**config.mk**
```make
export PLATFORM = sky130hd
export DESIGN_NAME = vga_scan_ctrl_flat
export DESIGN_NICKNAME = d
export VERILOG_FILES = /design/src/rtl/vga_scan_ctrl_if.sv /design/src/rtl/vga_scan_ctrl.sv /design/src/flat_wrapper.sv
export SDC_FILE = /design/constraint.sdc
export NUM_CORES = 1
export LEC_CHECK = 0
export BUFFER_PORTS_ARGS = -buffer_cell sky130_fd_sc_hd__buf_4
export CORE_ASPECT_RATIO = 0.5
export CORE_UTILIZATION = 50
export DETAILED_ROUTE_END_ITERATION = 8
export PLACE_DENSITY = 0.78
export SLEW_MARGIN = 20
export SYNTH_ARGS = -nofsm -noshare
export SYNTH_HDL_FRONTEND = slang
export SYNTH_SLANG_ARGS = --single-unit
```
**constraint.sdc**
```tcl
create_clock -name clk -period 2.6 [get_ports clk]
set_clock_uncertainty 0.15 [all_clocks]
set_input_delay 0.39 -clock clk [delete_from_list [all_inputs] [get_ports clk]]
set_output_delay 0.39 -clock clk [all_outputs]
set_load 0.01 [all_outputs]
```
**src/rtl/vga_scan_ctrl_if.sv**
```systemverilog
// Graphics-side link of the VGA scan controller: read coordinates out, pixel colour back.
// master = scan controller, slave = graphics renderer.
interface vga_scan_ctrl_if;
   logic [3:0] i_r;
   logic [3:0] i_g;
   logic [3:0] i_b;
   logic [9:0] o_x_read;
   logic [9:0] o_y_read;

   modport master (
      input  i_r, i_g, i_b,
      output o_x_read, o_y_read
   );

   modport slave (
      output i_r, i_g, i_b,
      input  o_x_read, o_y_read
   );
endinterface

```
**src/rtl/vga_scan_ctrl.sv**
```systemverilog
// VGA 640x480@60 scan generator and pixel output stage with a per-frame tick.
// Define VGA_TESTPATTERN_EN to replace visible video with 8 vertical colour bars.
module vga_scan_ctrl #(
   parameter int CLK_DIV = 4,
   parameter int H_VIS   = 640,
   parameter int H_FP    = 16,
   parameter int H_SYNC  = 96,
   parameter int H_BP    = 48,
   parameter int V_VIS   = 480,
   parameter int V_FP    = 10,
   parameter int V_SYNC  = 2,
   parameter int V_BP    = 33
) (
   input  logic            clk,
   input  logic            rst,
   vga_scan_ctrl_if.master gfx,
   output logic            o_frame_tick,
   output logic            o_hs,
   output logic            o_vs,
   output logic [3:0]      o_vga_r,
   output logic [3:0]      o_vga_g,
   output logic [3:0]      o_vga_b
);

   localparam int H_TOT    = H_VIS + H_FP + H_SYNC + H_BP;
   localparam int V_TOT    = V_VIS + V_FP + V_SYNC + V_BP;
   localparam int HS_START = H_VIS + H_FP;
   localparam int HS_END   = HS_START + H_SYNC;
   localparam int VS_START = V_VIS + V_FP;
   localparam int VS_END   = VS_START + V_SYNC;
   localparam int PW       = (CLK_DIV > 1) ? $clog2(CLK_DIV) : 1;

   logic [PW-1:0] phase;
   logic [9:0]    x_q;
   logic [9:0]    y_q;
   logic          tick;
   logic          x_last;
   logic          y_last;
   logic          vis;
   logic          hs_n;
   logic          vs_n;
   logic [11:0]   pix;

   assign tick   = (phase == PW'(CLK_DIV - 1));
   assign x_last = (x_q == 10'(H_TOT - 1));
   assign y_last = (y_q == 10'(V_TOT - 1));

   assign vis  = (x_q < 10'(H_VIS)) && (y_q < 10'(V_VIS));
   assign hs_n = !((x_q >= 10'(HS_START)) && (x_q < 10'(HS_END)));
   assign vs_n = !((y_q >= 10'(VS_START)) && (y_q < 10'(VS_END)));

`ifdef VGA_TESTPATTERN_EN
   localparam int BAR_W = H_VIS / 8;

   logic [2:0] bar;
   // Graphics colour is deliberately ignored while the pattern is active.
   wire unused_gfx_rgb = ^{gfx.i_r, gfx.i_g, gfx.i_b};

   always_comb begin
      bar = 3'(x_q / 10'(BAR_W));
      pix = {{4{bar[2]}}, {4{bar[1]}}, {4{bar[0]}}};
   end
`else
   always_comb begin
      pix = {gfx.i_r, gfx.i_g, gfx.i_b};
   end
`endif

   always_ff @(posedge clk) begin
      if (rst) begin
         phase        <= '0;
         x_q          <= '0;
         y_q          <= '0;
         o_frame_tick <= 1'b0;
         o_hs         <= 1'b1;
         o_vs         <= 1'b1;
         o_vga_r      <= '0;
         o_vga_g      <= '0;
         o_vga_b      <= '0;
      end else begin
         o_frame_tick <= 1'b0;
         phase        <= tick ? '0 : phase + 1'b1;
         if (tick) begin
            // Sample stage uses the coordinates of the pixel that is ending,
            // so RGB and syncs carry the same one-pixel latency.
            {o_vga_r, o_vga_g, o_vga_b} <= vis ? pix : 12'h000;
            o_hs <= hs_n;
            o_vs <= vs_n;
            if (x_last) begin
               x_q          <= '0;
               y_q          <= y_last ? '0 : y_q + 10'd1;
               o_frame_tick <= (y_q == 10'(V_VIS - 1));
            end else begin
               x_q <= x_q + 10'd1;
            end
         end
      end
   end

   assign gfx.o_x_read = x_q;
   assign gfx.o_y_read = y_q;

endmodule
```
**src/flat_wrapper.sv**
```systemverilog
// flat-port wrapper written by rule: the top's interface ports become plain ports
module vga_scan_ctrl_flat 
#(
   parameter int CLK_DIV = 4,
   parameter int H_VIS   = 640,
   parameter int H_FP    = 16,
   parameter int H_SYNC  = 96,
   parameter int H_BP    = 48,
   parameter int V_VIS   = 480,
   parameter int V_FP    = 10,
   parameter int V_SYNC  = 2,
   parameter int V_BP    = 33
)
  (clk, rst, o_frame_tick, o_hs, o_vs, o_vga_r, o_vga_g, o_vga_b, gfx_i_r, gfx_i_g, gfx_i_b, gfx_o_x_read, gfx_o_y_read);
  vga_scan_ctrl_if gfx_i ();
  input  logic clk;
  input  logic rst;
  output logic o_frame_tick;
  output logic o_hs;
  output logic o_vs;
  output logic [3:0] o_vga_r;
  output logic [3:0] o_vga_g;
  output logic [3:0] o_vga_b;
  input wire logic [$bits(gfx_i.i_r)-1:0] gfx_i_r;
  input wire logic [$bits(gfx_i.i_g)-1:0] gfx_i_g;
  input wire logic [$bits(gfx_i.i_b)-1:0] gfx_i_b;
  output wire logic [$bits(gfx_i.o_x_read)-1:0] gfx_o_x_read;
  output wire logic [$bits(gfx_i.o_y_read)-1:0] gfx_o_y_read;
  assign gfx_i.i_r = gfx_i_r;
  assign gfx_i.i_g = gfx_i_g;
  assign gfx_i.i_b = gfx_i_b;
  assign gfx_o_x_read = gfx_i.o_x_read;
  assign gfx_o_y_read = gfx_i.o_y_read;
  vga_scan_ctrl #(.CLK_DIV(CLK_DIV), .H_VIS(H_VIS), .H_FP(H_FP), .H_SYNC(H_SYNC), .H_BP(H_BP), .V_VIS(V_VIS), .V_FP(V_FP), .V_SYNC(V_SYNC), .V_BP(V_BP)) u_core (.clk(clk), .rst(rst), .gfx(gfx_i), .o_frame_tick(o_frame_tick), .o_hs(o_hs), .o_vs(o_vs), .o_vga_r(o_vga_r), .o_vga_g(o_vga_g), .o_vga_b(o_vga_b));
endmodule
```
==> results.py <==
metrics = {
    "synth": {
        "synth_fp_nets": 188,
        "netlist_instances": 169,
        "synth_top_area_share_pct": 45.7,
        "post_synth.cell_area_avg_um2": 9.60,
        "synth-seq-area-share_pct": 45.7,
        "yosys_synthesis_warning_count": 0,
        "ys_top_cells_by_area": "dfxtp_1 46%, a22o_1 6.5%, xnor2_1 6.5%",
        "top_cell_type_by_total_area_after_synthesis": "dfxtp_1",
        "synth_area_um2": 1620,
        "yosysUniqueCellTypes": 39,
        "postSynthRegisterBits": 37,
    },
    "clocking": {
        "clock_sink_count": 37,
        "cts_inserted_buffers": 5,
        "insertion_delay_ns": 0.28,
        "htreeDepth": 2,
        "cts_resized": 0,
        "tritoncts": "built",
        "path_clk_slew_ns": 0.08,
        "clock_tree.root_cell": "clkbuf_8",
        "cts_hold_buffers": 0,
        "cts_max_path_buffers": 2,
        "post-cts-setup-buffer-count": 0,
    },
    "timing": {
        "slew_headroom_pct": 50.5,
        "worst-slew-pin-transition_ns": 0.740,
        "grt_setup_unrepaired": "no",
        "hold-worst-slack_ns": 0.157,
        "timing.setup.tns_ns": 0,
        "period_share_pct": 82.6,
        "final-setup-viol-count": 0,
        "hold_viol": 0,
        "final_max_slew_viol_count": 0,
        "fmax_mhz": 465,
        "period_minus_slack_ns": 2.15,
    },
    "place": {
        "place_congestion": 0.786,
        "detailedPlacementHpwl_um": 2590,
        "detailed_place.area_um2": 2010,
        "port_buffers": 48,
    },
    "worst_setup_path": {
        "worst-r2r-setup-slack_ns": 0.45,
        "cp-end-kind": "flop",
        "timing.critical_path.from": "u_core.gfx.o_x_read[0]",
        "r2r.worst_path.cells": 5,
        "crit_path_max_fanout": 8,
        "worst_setup_path_start_kind": "flop",
        "critPathRequiredTime_ns": 2.62,
        "critPathArrivalTime_ns": 2.17,
        "critical_path_endpoint": "u_core.gfx.o_y_read[1]",
        "criticalPathCategory": "reg -> reg",
        "regToRegEndpoint": "u_core.gfx.o_y_read[1]",
        "r2r-start": "u_core.gfx.o_x_read[0]",
    },
    "global_route": {
        "grt_start_max_net_pins": 14,
        "number_of_antenna_violations_at_the_first_check_in_global_routing": 0,
        "grt.overflow.total": 0,
        "grt_util_met1_pct": 31.9,
        "first_global_vias": 1264,
        "globalRouteTotalUtil_pct": 23.1,
        "groute.layer.met2.usage_pct": 34.9,
        "met3_usage_pct": 7.39,
        "grt_pass1_wl_um": 5890,
        "gr-max-usage-layer": "met2",
    },
    "floorplanning": {
        "rows": 14,
        "die_height_um": 42.3,
        "core-area_um2": 3050,
        "ioPinCount": 49,
        "die_width_um": 82.5,
        "initial_utilization_pct": 53.2,
        "die_area_um2": 3490,
    },
    "layout": {
        "nFillCells": 254,
        "multi_input_comb_area_um2": 815,
        "finalInstanceArea_um2": 2100,
        "finalNetCount": 237,
        "most_common_cell_after_layout_fill_and_taps_aside": "buf_4",
        "area_growth_pct": 29.3,
        "seqCellArea_um2": 741,
        "final_cell_mix": "50 x buf_4, 37 x dfxtp_1, 23 x nor2_1, 12 x xnor2_1, 12 x a22o_1",
        "antenna_diode_count": 0,
        "drive_above_1_share_pct": 29.7,
    },
    "pwr": {
        "peakVddDrop_mv": 0.458,
        "p_total_uw": 1070,
        "static-leakage-power_uw": 0.000839,
        "areal_power_density_over_the_cells_nw_per_um2": 509,
    },
    "drt": {
        "total_via_count_in_the_routed_design": 1402,
        "drc_errors": 1,
        "vias_per_cell": 5.41,
        "post_drt_wl_per_cell_um": 13.9,
        "detailedRoute.firstPassIterationCount": 6,
        "finalWirelength_um": 3600,
        "drt_iter0_drc": 42,
        "route.antenna.remaining_nets": 0,
    },
    "status": {
        "outcome": "finished with violations",
        "violations": "DRC",
    },
    "flow_run": {
        "timing.max_cap.violations": 0,
    },
    "worst_hold_path": {
        "hold_path.class": "in -> reg",
    },
}
synth_stat cells (all sizes together):
library cell  count
or3b              1
a211oi            1
inv               7
nand2             6
o21bai            2
and4b             1
and2              3
a21bo             1
o21ai             1
nor3b             1
a31oi             1
dfxtp            37
xor2              3
ha                5
or2               1
nand4bb           1
nand4             6
clkbuf            5
nand3b            3
nand2b            2
nand3             5
nor3              6
xnor2            12
a22o             12
and3              2
nand4b            1
nor2             23
o32ai             1
buf               3
or4               1
mux2i             1
a21oi             3
nor4b             1
nor4              9
o311ai            1
cells by family after synthesis:
| family | synth area share, % |
|---|---|
| AND/OR/NAND/NOR | 25.8 |
| flip-flops | 45.7 |
| AO/OA/AOI/OAI | 11.9 |
| XOR/XNOR | 8.10 |
| buffers and inverters | 4.09 |
| adder cells (fa/ha/maj) | 3.86 |
| multiplexers | 0.617 |
report_power, final:
part | switching, uW | internal [uW]
registers | 7.46 | 579
logic | 33.7 | 39.3
clock network | 217 | 190
total | 258 | 809
worst max-delay path: stages (launching register included):
cell	delay [ns]
dfxtp_1	0.41
ha_1	0.22
nand4_1	0.26
or4_1	0.63
o21bai_4	0.29
nor2_1	0.08
per-layer routing:
layer	vias to the layer above	part of all wire, %
met2	37	44
li1	700	-
met1	661	51
met5	-	0
met3	4	4.6
met4	0	0.61
state kept, by name, summed over array words and instances (netlist names):
register / cells
u_core.phase: 2
u_core.o_frame_tick: 1
u_core.o_vga_g: 4
u_core.o_hs: 1
u_core.gfx.o_x_read: 10
u_core.o_vga_b: 4
u_core.gfx.o_y_read: 10
u_core.o_vs: 1
u_core.o_vga_r: 4
area by class of cell:
class	count	area share, %
inverters	7	1.25
well taps	40	2.39
multi-input cells	117	38.8
repair buffers	50	17.9
flip-flops and latches	37	35.3
clock buffers	5	3.28
clock inverters	3	1.01
per-stage QoR:
step           utilization, %  setup slack (ns)  cells
5_1_grt                  68.8             0.311    259
3_3_place_gp             65.8             0.556    251
3_5_place_dp             65.8             0.455    251
6_report                 68.8             0.452    259
4_1_cts                  68.8             0.460    259
2_1_floorplan               -             0.621    169
worst min path at each step:
stage,cells past startpoint,slack [ns],end,startpoint
finish,2,0.16,u_core.o_vga_g[3],gfx_i_g[3]
global route,2,0.15,u_core.o_vga_g[2],gfx_i_g[2]
floorplan,1,0.25,u_core.phase[0],u_core.phase[0]
global placement,1,0.26,u_core.phase[0],u_core.phase[0]
CTS,2,0.15,u_core.o_vga_r[1],gfx_i_r[1]
detailed placement,1,0.27,u_core.phase[0],u_core.phase[0]
Note: power is estimated with default switching activity, not from simulation.
